<file path="src/rtl/sram_test_pkg.sv">
// ---------------------------------------------------------------------------
// sram_test_pkg
// Shared definitions for the SRAM self-test blocks.
//   seqState_t : sequencer state encoding, also reported on test_state
//   idxBits()  : width helper giving clog2(n) with a floor of one bit
// ---------------------------------------------------------------------------
package sram_test_pkg;

    typedef enum logic [2:0] {
        ST_IDLE     = 3'd0,
        ST_WRITE    = 3'd1,
        ST_SETTLE   = 3'd2,
        ST_READ     = 3'd3,
        ST_NEXT_PAT = 3'd4,
        ST_DONE     = 3'd5,
        ST_HALT     = 3'd6
    } seqState_t;

    function automatic int idxBits(input int n);
        return (n > 1) ? $clog2(n) : 1;
    endfunction

endpackage

</file>
<file path="src/rtl/sram_test_err_log.sv">
// ---------------------------------------------------------------------------
// sram_test_err_log
// Failure log for the SRAM test sequencer: a saturating failure counter plus
// the address and pattern number of the first failure since the last clear.
// Ports:
//   clk, reset            clock, asynchronous active-high reset
//   i_clear               synchronous clear at test start
//   i_logFail             a qualified miscompare to record this cycle
//   i_addr, i_patIdx      where the miscompare happened
//   o_errorCount          saturating failure count
//   o_firstFailAddr       address of the first recorded failure
//   o_firstFailPattern    pattern number of the first recorded failure
// ---------------------------------------------------------------------------
module sram_test_err_log #(
    parameter int ADDR_BITS = 20,
    parameter int PAT_BITS  = 2,
    parameter int ERR_BITS  = 16
) (
    input  logic                 clk,
    input  logic                 reset,
    input  logic                 i_clear,
    input  logic                 i_logFail,
    input  logic [ADDR_BITS-1:0] i_addr,
    input  logic [PAT_BITS-1:0]  i_patIdx,
    output logic [ERR_BITS-1:0]  o_errorCount,
    output logic [ADDR_BITS-1:0] o_firstFailAddr,
    output logic [PAT_BITS-1:0]  o_firstFailPattern
);

    logic [ERR_BITS-1:0]  r_errorCount;
    logic [ADDR_BITS-1:0] r_firstFailAddr;
    logic [PAT_BITS-1:0]  r_firstFailPattern;

    // A zero count means nothing has been logged since the last clear, so it
    // doubles as the "first failure" qualifier; saturation never returns to 0.
    always_ff @(posedge clk or posedge reset) begin
        if (reset) begin
            r_errorCount       <= '0;
            r_firstFailAddr    <= '0;
            r_firstFailPattern <= '0;
        end else if (i_clear) begin
            r_errorCount       <= '0;
            r_firstFailAddr    <= '0;
            r_firstFailPattern <= '0;
        end else if (i_logFail) begin
            if (r_errorCount != '1) begin
                r_errorCount <= r_errorCount + ERR_BITS'(1);
            end
            if (r_errorCount == '0) begin
                r_firstFailAddr    <= i_addr;
                r_firstFailPattern <= i_patIdx;
            end
        end
    end

    assign o_errorCount       = r_errorCount;
    assign o_firstFailAddr    = r_firstFailAddr;
    assign o_firstFailPattern = r_firstFailPattern;

endmodule

</file>
<file path="src/rtl/sram_test_sequencer.sv">
// ---------------------------------------------------------------------------
// sram_test_sequencer
// March-style SRAM test controller. For each pattern it sweeps the address
// generator once writing, waits a few settle cycles, sweeps again reading
// with the checker enabled, then advances the pattern generator.
// Ports:
//   clk, reset          clock, asynchronous active-high reset
//   start, abort        begin a test (IDLE/DONE) / synchronous return to IDLE
//   addr_done, addr     address generator at last address / current address
//   test_fail           checker miscompare for the current read
//   read_only, next_addr, addr_gen_reset, pattern_gen_reset, next_pattern,
//   enable_checker      control strobes to the generators and checker
//   pattern_idx, iteration, error_count, first_fail_addr, first_fail_pattern
//                       progress and failure log
//   busy, test_done, test_pass, test_state   status
// ---------------------------------------------------------------------------
module sram_test_sequencer
    import sram_test_pkg::*;
#(
    parameter int ADDR_BITS     = 20,
    parameter int NUM_PATTERNS  = 4,
    parameter int SETTLE_CYCLES = 2,
    parameter int STOP_ON_FAIL  = 1,
    parameter int LOOP_FOREVER  = 0,
    parameter int ERR_BITS      = 16
) (
    input  logic                              clk,
    input  logic                              reset,
    input  logic                              start,
    input  logic                              abort,
    input  logic                              addr_done,
    input  logic [ADDR_BITS-1:0]              addr,
    input  logic                              test_fail,
    output logic                              read_only,
    output logic                              next_addr,
    output logic                              addr_gen_reset,
    output logic                              pattern_gen_reset,
    output logic                              next_pattern,
    output logic                              enable_checker,
    output logic [idxBits(NUM_PATTERNS)-1:0]  pattern_idx,
    output logic [15:0]                       iteration,
    output logic [ERR_BITS-1:0]               error_count,
    output logic [ADDR_BITS-1:0]              first_fail_addr,
    output logic [idxBits(NUM_PATTERNS)-1:0]  first_fail_pattern,
    output logic                              busy,
    output logic                              test_done,
    output logic                              test_pass,
    output logic [2:0]                        test_state
);

    localparam int PAT_BITS = idxBits(NUM_PATTERNS);
    localparam int CNT_BITS = idxBits(SETTLE_CYCLES + 1);
    localparam logic [PAT_BITS-1:0] LAST_PAT    = PAT_BITS'(NUM_PATTERNS - 1);
    localparam logic [CNT_BITS-1:0] SETTLE_LAST = CNT_BITS'(SETTLE_CYCLES - 1);

    seqState_t           r_state;
    seqState_t           w_nextState;
    logic [CNT_BITS-1:0] r_settleCnt;
    logic [PAT_BITS-1:0] r_patIdx;
    logic [15:0]         r_iteration;
    logic [ERR_BITS-1:0] w_errorCount;
    logic                w_lastPat;
    logic                w_startAccept;
    logic                w_logFail;
    logic                w_haltReq;

    assign w_lastPat     = (r_patIdx == LAST_PAT);
    assign w_startAccept = start && !abort && (r_state == ST_IDLE || r_state == ST_DONE);
    // A failure coinciding with abort is dropped: abort outranks everything.
    assign w_logFail     = (r_state == ST_READ) && test_fail && !abort;
    assign w_haltReq     = w_logFail && (STOP_ON_FAIL != 0);

    // Next-state selection. A halt request beats addr_done so a miscompare
    // on the last address still stops the test.
    always_comb begin
        w_nextState = r_state;
        if (abort) begin
            w_nextState = ST_IDLE;
        end else begin
            case (r_state)
                ST_IDLE:     if (start) w_nextState = ST_WRITE;
                ST_WRITE:    if (addr_done) w_nextState = ST_SETTLE;
                ST_SETTLE:   if (r_settleCnt == SETTLE_LAST) w_nextState = ST_READ;
                ST_READ: begin
                    if (w_haltReq) begin
                        w_nextState = ST_HALT;
                    end else if (addr_done) begin
                        if (w_lastPat && LOOP_FOREVER == 0) w_nextState = ST_DONE;
                        else                                w_nextState = ST_NEXT_PAT;
                    end
                end
                ST_NEXT_PAT: w_nextState = ST_WRITE;
                ST_DONE:     if (start) w_nextState = ST_WRITE;
                ST_HALT:     w_nextState = ST_HALT;
                default:     w_nextState = ST_IDLE;
            endcase
        end
    end

    // State, settle timer and pattern/iteration bookkeeping. The pattern
    // index advances as NEXT_PAT is left, so it stays stable while the
    // pattern generator is being stepped.
    always_ff @(posedge clk or posedge reset) begin
        if (reset) begin
            r_state     <= ST_IDLE;
            r_settleCnt <= '0;
            r_patIdx    <= '0;
            r_iteration <= '0;
        end else begin
            r_state <= w_nextState;
            if (r_state == ST_SETTLE && w_nextState == ST_SETTLE) begin
                r_settleCnt <= r_settleCnt + CNT_BITS'(1);
            end else begin
                r_settleCnt <= '0;
            end
            if (w_startAccept) begin
                r_patIdx    <= '0;
                r_iteration <= '0;
            end else if (r_state == ST_NEXT_PAT && !abort) begin
                if (w_lastPat) begin
                    r_patIdx <= '0;
                    if (r_iteration != 16'hFFFF) begin
                        r_iteration <= r_iteration + 16'd1;
                    end
                end else begin
                    r_patIdx <= r_patIdx + PAT_BITS'(1);
                end
            end
        end
    end

    sram_test_err_log #(
        .ADDR_BITS (ADDR_BITS),
        .PAT_BITS  (PAT_BITS),
        .ERR_BITS  (ERR_BITS)
    ) u_errLog (
        .clk                (clk),
        .reset              (reset),
        .i_clear            (w_startAccept),
        .i_logFail          (w_logFail),
        .i_addr             (addr),
        .i_patIdx           (r_patIdx),
        .o_errorCount       (w_errorCount),
        .o_firstFailAddr    (first_fail_addr),
        .o_firstFailPattern (first_fail_pattern)
    );

    // Moore decode of the control strobes from registered state only.
    // DONE parks both generators in reset, like IDLE; HALT freezes them so
    // the failing address stays visible.
    always_comb begin
        read_only         = 1'b0;
        next_addr         = 1'b0;
        addr_gen_reset    = 1'b0;
        pattern_gen_reset = 1'b0;
        next_pattern      = 1'b0;
        enable_checker    = 1'b0;
        busy              = 1'b0;
        test_done         = 1'b0;
        test_pass         = 1'b0;
        case (r_state)
            ST_IDLE: begin
                addr_gen_reset    = 1'b1;
                pattern_gen_reset = 1'b1;
            end
            ST_WRITE: begin
                next_addr = 1'b1;
                busy      = 1'b1;
            end
            ST_SETTLE: begin
                read_only      = 1'b1;
                busy           = 1'b1;
                addr_gen_reset = (r_settleCnt == '0);
            end
            ST_READ: begin
                read_only      = 1'b1;
                next_addr      = 1'b1;
                enable_checker = 1'b1;
                busy           = 1'b1;
            end
            ST_NEXT_PAT: begin
                next_pattern      = 1'b1;
                addr_gen_reset    = 1'b1;
                busy              = 1'b1;
                pattern_gen_reset = w_lastPat;
            end
            ST_DONE: begin
                test_done         = 1'b1;
                test_pass         = (w_errorCount == '0);
                addr_gen_reset    = 1'b1;
                pattern_gen_reset = 1'b1;
            end
            ST_HALT: begin
                test_done = 1'b1;
            end
            default: begin
                addr_gen_reset    = 1'b1;
                pattern_gen_reset = 1'b1;
            end
        endcase
    end

    assign pattern_idx = r_patIdx;
    assign iteration   = r_iteration;
    assign error_count = w_errorCount;
    assign test_state  = r_state;

endmodule

</file>
<file path="config.mk">
export PLATFORM = sky130hd
export DESIGN_NAME = sram_test_sequencer
export DESIGN_NICKNAME = d
export VERILOG_FILES = /design/src/rtl/sram_test_pkg.sv /design/src/rtl/sram_test_err_log.sv /design/src/rtl/sram_test_sequencer.sv
export SDC_FILE = /design/constraint.sdc
export NUM_CORES = 1
export LEC_CHECK = 0
export ABC_CLOCK_PERIOD_IN_PS = 3710
export CORE_MARGIN = 5
export CORE_UTILIZATION = 48
export DETAILED_ROUTE_END_ITERATION = 8
export PLACE_DENSITY = 0.8
export SYNTH_ARGS = -nofsm -noshare
export SYNTH_HDL_FRONTEND = slang
export SYNTH_HIERARCHICAL = 1
export SYNTH_SLANG_ARGS = --single-unit
</file>
<file path="constraint.sdc">
create_clock -name clk -period 3.71 [get_ports clk]
set_clock_uncertainty 0.2 [all_clocks]
set_input_delay 0.742 -clock clk [delete_from_list [all_inputs] [get_ports clk]]
set_output_delay 0.742 -clock clk [all_outputs]
set_load 0.05 [all_outputs]
</file>
After elaboration in Yosys (flattened, before gate mapping)
Index checks and enable logic that the tools add are counted.
W data, S select, Z words.

word-level totals
  latch bits = 0
  logic and storage cells = 83
  output and inout port bits = 68
  flip-flop bits (word level) = 61
  bits of input ports = 26
  memories kept = 0
  bits in read-only memories = 0
  bits in writable memories = 0

operators by class
  $add $sub $neg = 4
  magnitude comparators = 0
  bitwise operators = 0
  shifts and indexed selects = 0
  reductions and logical operators = 27
  divide/modulo/power cells = 0
  equal/unequal tests = 11
  multipliers = 0
  muxes and demuxes = 34

operators with widths
  operator                 number
  $mux W16                 7
  $mux W20                 3
  $add A16 B1 Y16 const B  2
  $ne A16 B16 Y1 const B   2
  $mux W3                  6
  $pmux W3 S6              1
  $logic_not A16 Y1        1
  $mux W2                  7
  $reduce_bool A2 Y1       6
  $eq A3 B2 Y1 const B     3
  $eq A3 B3 Y1 const B     3
  $mux W1                  8
  $reduce_or A2 Y1         4
  $reduce_or A4 Y1         2
  $logic_and A1 B1 Y1      6
  $add A2 B1 Y2 const B    2
  $pmux W1 S2              2
  $reduce_and A2 Y1        2
  $eq A3 B1 Y1 const B     1
  $logic_not A3 Y1         1
  $reduce_and A3 Y1        1
  $reduce_or A3 Y1         1
  $eq A2 B1 Y1 const B     1
  $eq A2 B2 Y1 const B     1
  other kinds (3)          3

Depth between registers and ports, before layout
  word-level depth = 9
  gate-level depth with buffers = 9
  mapped depth without buffers = 6

By module
Netlist, hierarchy kept.

by module, submodules not included
  module               cells an instance  times used  seq. area each (µm²)  area each (µm²)
  sram_test_err_log    149                1           950.9                 1756.7
  sram_test_sequencer  177                1           575.6                 1536.5

Worst setup path after synthesis
Ideal clock, no wire load.

  kind = register -> register
  start point = reg r_state[1], in the netlist test_state[1]
  end point = reg u_errLog.r_errorCount[13], in the netlist u_errLog/o_errorCount[13]
  path slack = 0.324 ns
  data arrival time = 3.061 ns
  data required time = 3.385 ns
  setup time = 0.125 ns
  buffers on the path = 0
  stages on the path, launching flop included = 7
  period minus slack after synthesis = 3.386 ns
  cells stage by stage = dfrtp_1 > and3b_1 > nor3b_1 > inv_1 > or3_4 > nor4b_1 > mux2_2

between the ends
  longest elaborated chain between the ends = 5
  elaborated cells on any way between the ends = 11
  classes of those cells = eq/ne (2); mux (1); reduce/logical (8)

ends and longest elaborated chain
  item                                 line                        RTL
  start, declared                      sram_test_sequencer.sv:56   seqState_t r_state;
  start signal, assigned               sram_test_sequencer.sv:110  r_state <= w_nextState;
  $eq A3 B2 Y1                         sram_test_sequencer.sv:70   assign w_logFail = (r_state == ST_READ) && test_fail && !abort;
  $logic_and A1 B1 Y1 (2 in a row)     sram_test_sequencer.sv:70
  via w_haltReq                        sram_test_sequencer.sv:65   logic w_haltReq;
  $reduce_bool A2 Y1 (no source line)  n/a
  $reduce_and A2 Y1 (no source line)   n/a
  end signal, assigned                 sram_test_err_log.sv:47     r_errorCount <= r_errorCount + ERR_BITS'(1);
  end, declared                        sram_test_err_log.sv:30     logic [ERR_BITS-1:0] r_errorCount;

The timed path passes the listed nets, and every way through them passes these cells.
A chain may end at the register's enable or synchronous reset.

Final worst setup path
  start point = reg u_errLog.r_errorCount[0], in the netlist u_errLog/o_errorCount[0]
  end point = out test_pass

between the ends
  longest elaborated chain between the ends = 2

ends and longest elaborated chain
  item               line                        RTL
  $logic_not A16 Y1  sram_test_sequencer.sv:189  test_pass = (w_errorCount == '0);
  $mux W1            sram_test_sequencer.sv:161  case (r_state)
  end, declared      sram_test_sequencer.sv:47   output logic test_pass,

Every way passes these cells.

==> flow_summary.toml <==
[synthesis]
synth.avg_cell_area_um2 = 10.1
synth_enable_flop_cells = 0
synth_cell_types = 55
synth_top_area_share = 0.464
ys_warn_count = 6
synthCells = 326
yosys-top-cells-area = "dfrtp_1, a22o_1, a21oi_1, o31ai_1, or4_1"
synth_top_family_by_area = "simple AND/OR/NAND/NOR gates"
synth_fa_ha_area_frac = 0.0228
synthSimpleGateAreaFrac = 0.263
ys_seq_elements = 61
synth-xor-area-share = 0.00798
syn_nets = 358
synthesis.area_mm2 = 0.00329
ys.flop_type = "dfrtp_1"
synthMuxAreaShare = 0.0194
synth_compound_area_frac = 0.181
synth_top_area_cell = "dfrtp_1"
ys_seq_area_frac = 0.464
async_flop_share = 1.00

[placement]
dpl_worst_slack_ps = 503
postPlaceCellArea_mm2 = 0.00431
dp_hpwl_mm = 6.21
finalWeightedCongestion = 0.870
place.port_buffers = 93

[cells_and_area]
final_cell_mix = "clkdlybuf4s50_1, dfrtp_1, a21oi_1"
fin_nets = 458
register_area_mm2 = 0.00153
stdcell_area_mm2 = 0.00449
final_util = 0.668
multi_input_area_mm2 = 0.00163
n_fill_cell = 553
drive_gt1_frac = 0.0974
diodes = 0
final_common_cell = "clkdlybuf4s50_1"
areaGrowthSynthToFinish_pct = 36.2

[power_and_ir_drop]
powerDensity_mw_per_mm2 = 310
p_leak_uw = 0.00180
ir_worst_vdd_v = 0.000196

[sta]
slew_violations = 0
period_share = 0.967
grt_setup_unrepaired = "no"
fin_ws_ps = 123
setup_viol = 0
slew_headroom = 0.414
max_freq_mhz = 279
period_minus_slack_ps = 3590
hold_viol = 0
tightestPinTransition_ps = 877
setup-tns-final_ps = 0

[critical_path]
reg2reg_to = "u_errLog/o_errorCount[13]"
crit_required_ps = 2770
timing.rr.start = "test_state[0]"
cp_max_fo = 8
critPathLaunchType = "flip-flop"
r2r_setup_slack_ps = 730
ff2ff_path_depth = 7
crit_type = "flip-flop to output pin"
cp-end-kind = "output pin"
critical_path_arrival_ps = 2640

[clock_network]
clk_latency_ps = 340
clk_pin_slew_ps = 70
htreeDepth = 3
cts_tree = "built"
cts_buffer_depth = 2
clockRootBuffer = "clkbuf_8"
ctsResizeCount = 0
cts_made_buffers = 9
clock_sinks = 61
post_cts_buffers = 0
hold_buffers = 0

[route]
via_count = 3049
wire_per_inst_um = 17.1
drc = 0
drt-vias-per-instance = 5.97
ant_nets = 0
firstDrtPassIters = 5
top_layer_used = "met4"
wirelength_mm = 8.73
wl_met2_mm = 4.34
wl_met1_mm = 3.75
dr_wl_met3_um = 521
first_iter_violations = 118

[worst_hold_path]
holdPathStages = 1
hold_end = "r_settleCnt[0]"
hp-start = "r_settleCnt[0]"
hold_class = "flip-flop to flip-flop"

[floorplan]
num_rows = 30
start_util = 0.490
io_pins = 94
coreArea_mm2 = 0.00672
die_area_mm2 = 0.00862
die_y_um = 92.8
die_w_um = 92.8

[global_route]
grt_max_degree = 39
grt.overflow.total = 0
grt_pass1_wl_mm = 14.5
grt.total_usage = 0.209
antenna_found_initial = 0
first_global_vias = 2964

[job]
max_cap_violations = 0

[status]
status = "completed"
kinds of logic (layout without fill, tap and decap cells):
group,count (synthesis),in the layout
adders and majority gates,6,6
and+or+nand+nor,133,133
buffers and inverters,29,134
DFF,61,61
muxes,6,6
xor gates and xnor gates,3,3
AOI/OAI and AO/OA,88,88
metrics by stage:
stage | total power [uW] | std cells | hold WS, ps
after floorplan | 801 | 326 | 238
after global placement | 868 | 495 | 251
after detailed placement | 871 | 495 | 268
after CTS | 1410 | 511 | 277
after global routing | 1460 | 511 | 308
final | 1390 | 511 | 273
power by group:
group          switching, uW  total, uW  internal, uW
logic                    106        174          68.2
registers               11.0        683           672
clock network            275        536           260
total                    392       1390          1000
worst max path at each step:
stage                           endpoint  depth (start not counted)                startpoint  slack [ps]
3_5_place_dp                   test_pass                          4  u_errLog/o_errorCount[0]         500
3_3_place_gp                   test_pass                          4  u_errLog/o_errorCount[0]         550
5_1_grt                        test_pass                          4  u_errLog/o_errorCount[0]          10
4_1_cts                        test_pass                          4  u_errLog/o_errorCount[0]         120
2_1_floorplan  u_errLog/o_errorCount[13]                          6             test_state[1]         320
6_report                       test_pass                          4  u_errLog/o_errorCount[0]         120
worst max-delay path, stage by stage (launching register included):
cell	delay, ps
dfrtp_1	460
or4_1	530
nor4_1	280
and4_1	230
clkdlybuf4s50_1	800
sequential cells by signal, indices dropped and copies added (netlist names):
signal	count
u_errLog/o_firstFailAddr	20
iteration	16
u_errLog/o_errorCount	16
test_state	3
pattern_idx	2
r_settleCnt	2
u_errLog/o_firstFailPattern	2
area by class of cell:
type                       count  share of cell area
clock inverter                 5             0.00809
tap                           80              0.0223
timing repair buffer         101               0.221
clock buffer                  11              0.0315
sequential                    61               0.340
inverter                      17              0.0142
multi-input combinational    236               0.363
cell usage after synthesis, types with 6 or more instances:
| library cell | instances |
|---|---|
| a22o_1 | 22 |
| ha_1 | 6 |
| nor2_1 | 16 |
| nor4_1 | 7 |
| dfrtp_1 | 61 |
| or3_1 | 10 |
| clkbuf_1 | 7 |
| inv_1 | 16 |
| nand4_1 | 9 |
| or4_1 | 13 |
| o31ai_1 | 14 |
| nand2_1 | 21 |
| o21ai_0 | 11 |
| a21oi_1 | 31 |
| nand3_1 | 9 |
layer usage:
layer | global-route usage | vias to the layer above
met5 | 0 | -
met1 | 0.273 | 1476
met4 | 0.0659 | 0
met3 | 0.0512 | 13
met2 | 0.341 | 105
li1 | - | 1455
Note: power is estimated with default switching activity, not from simulation.
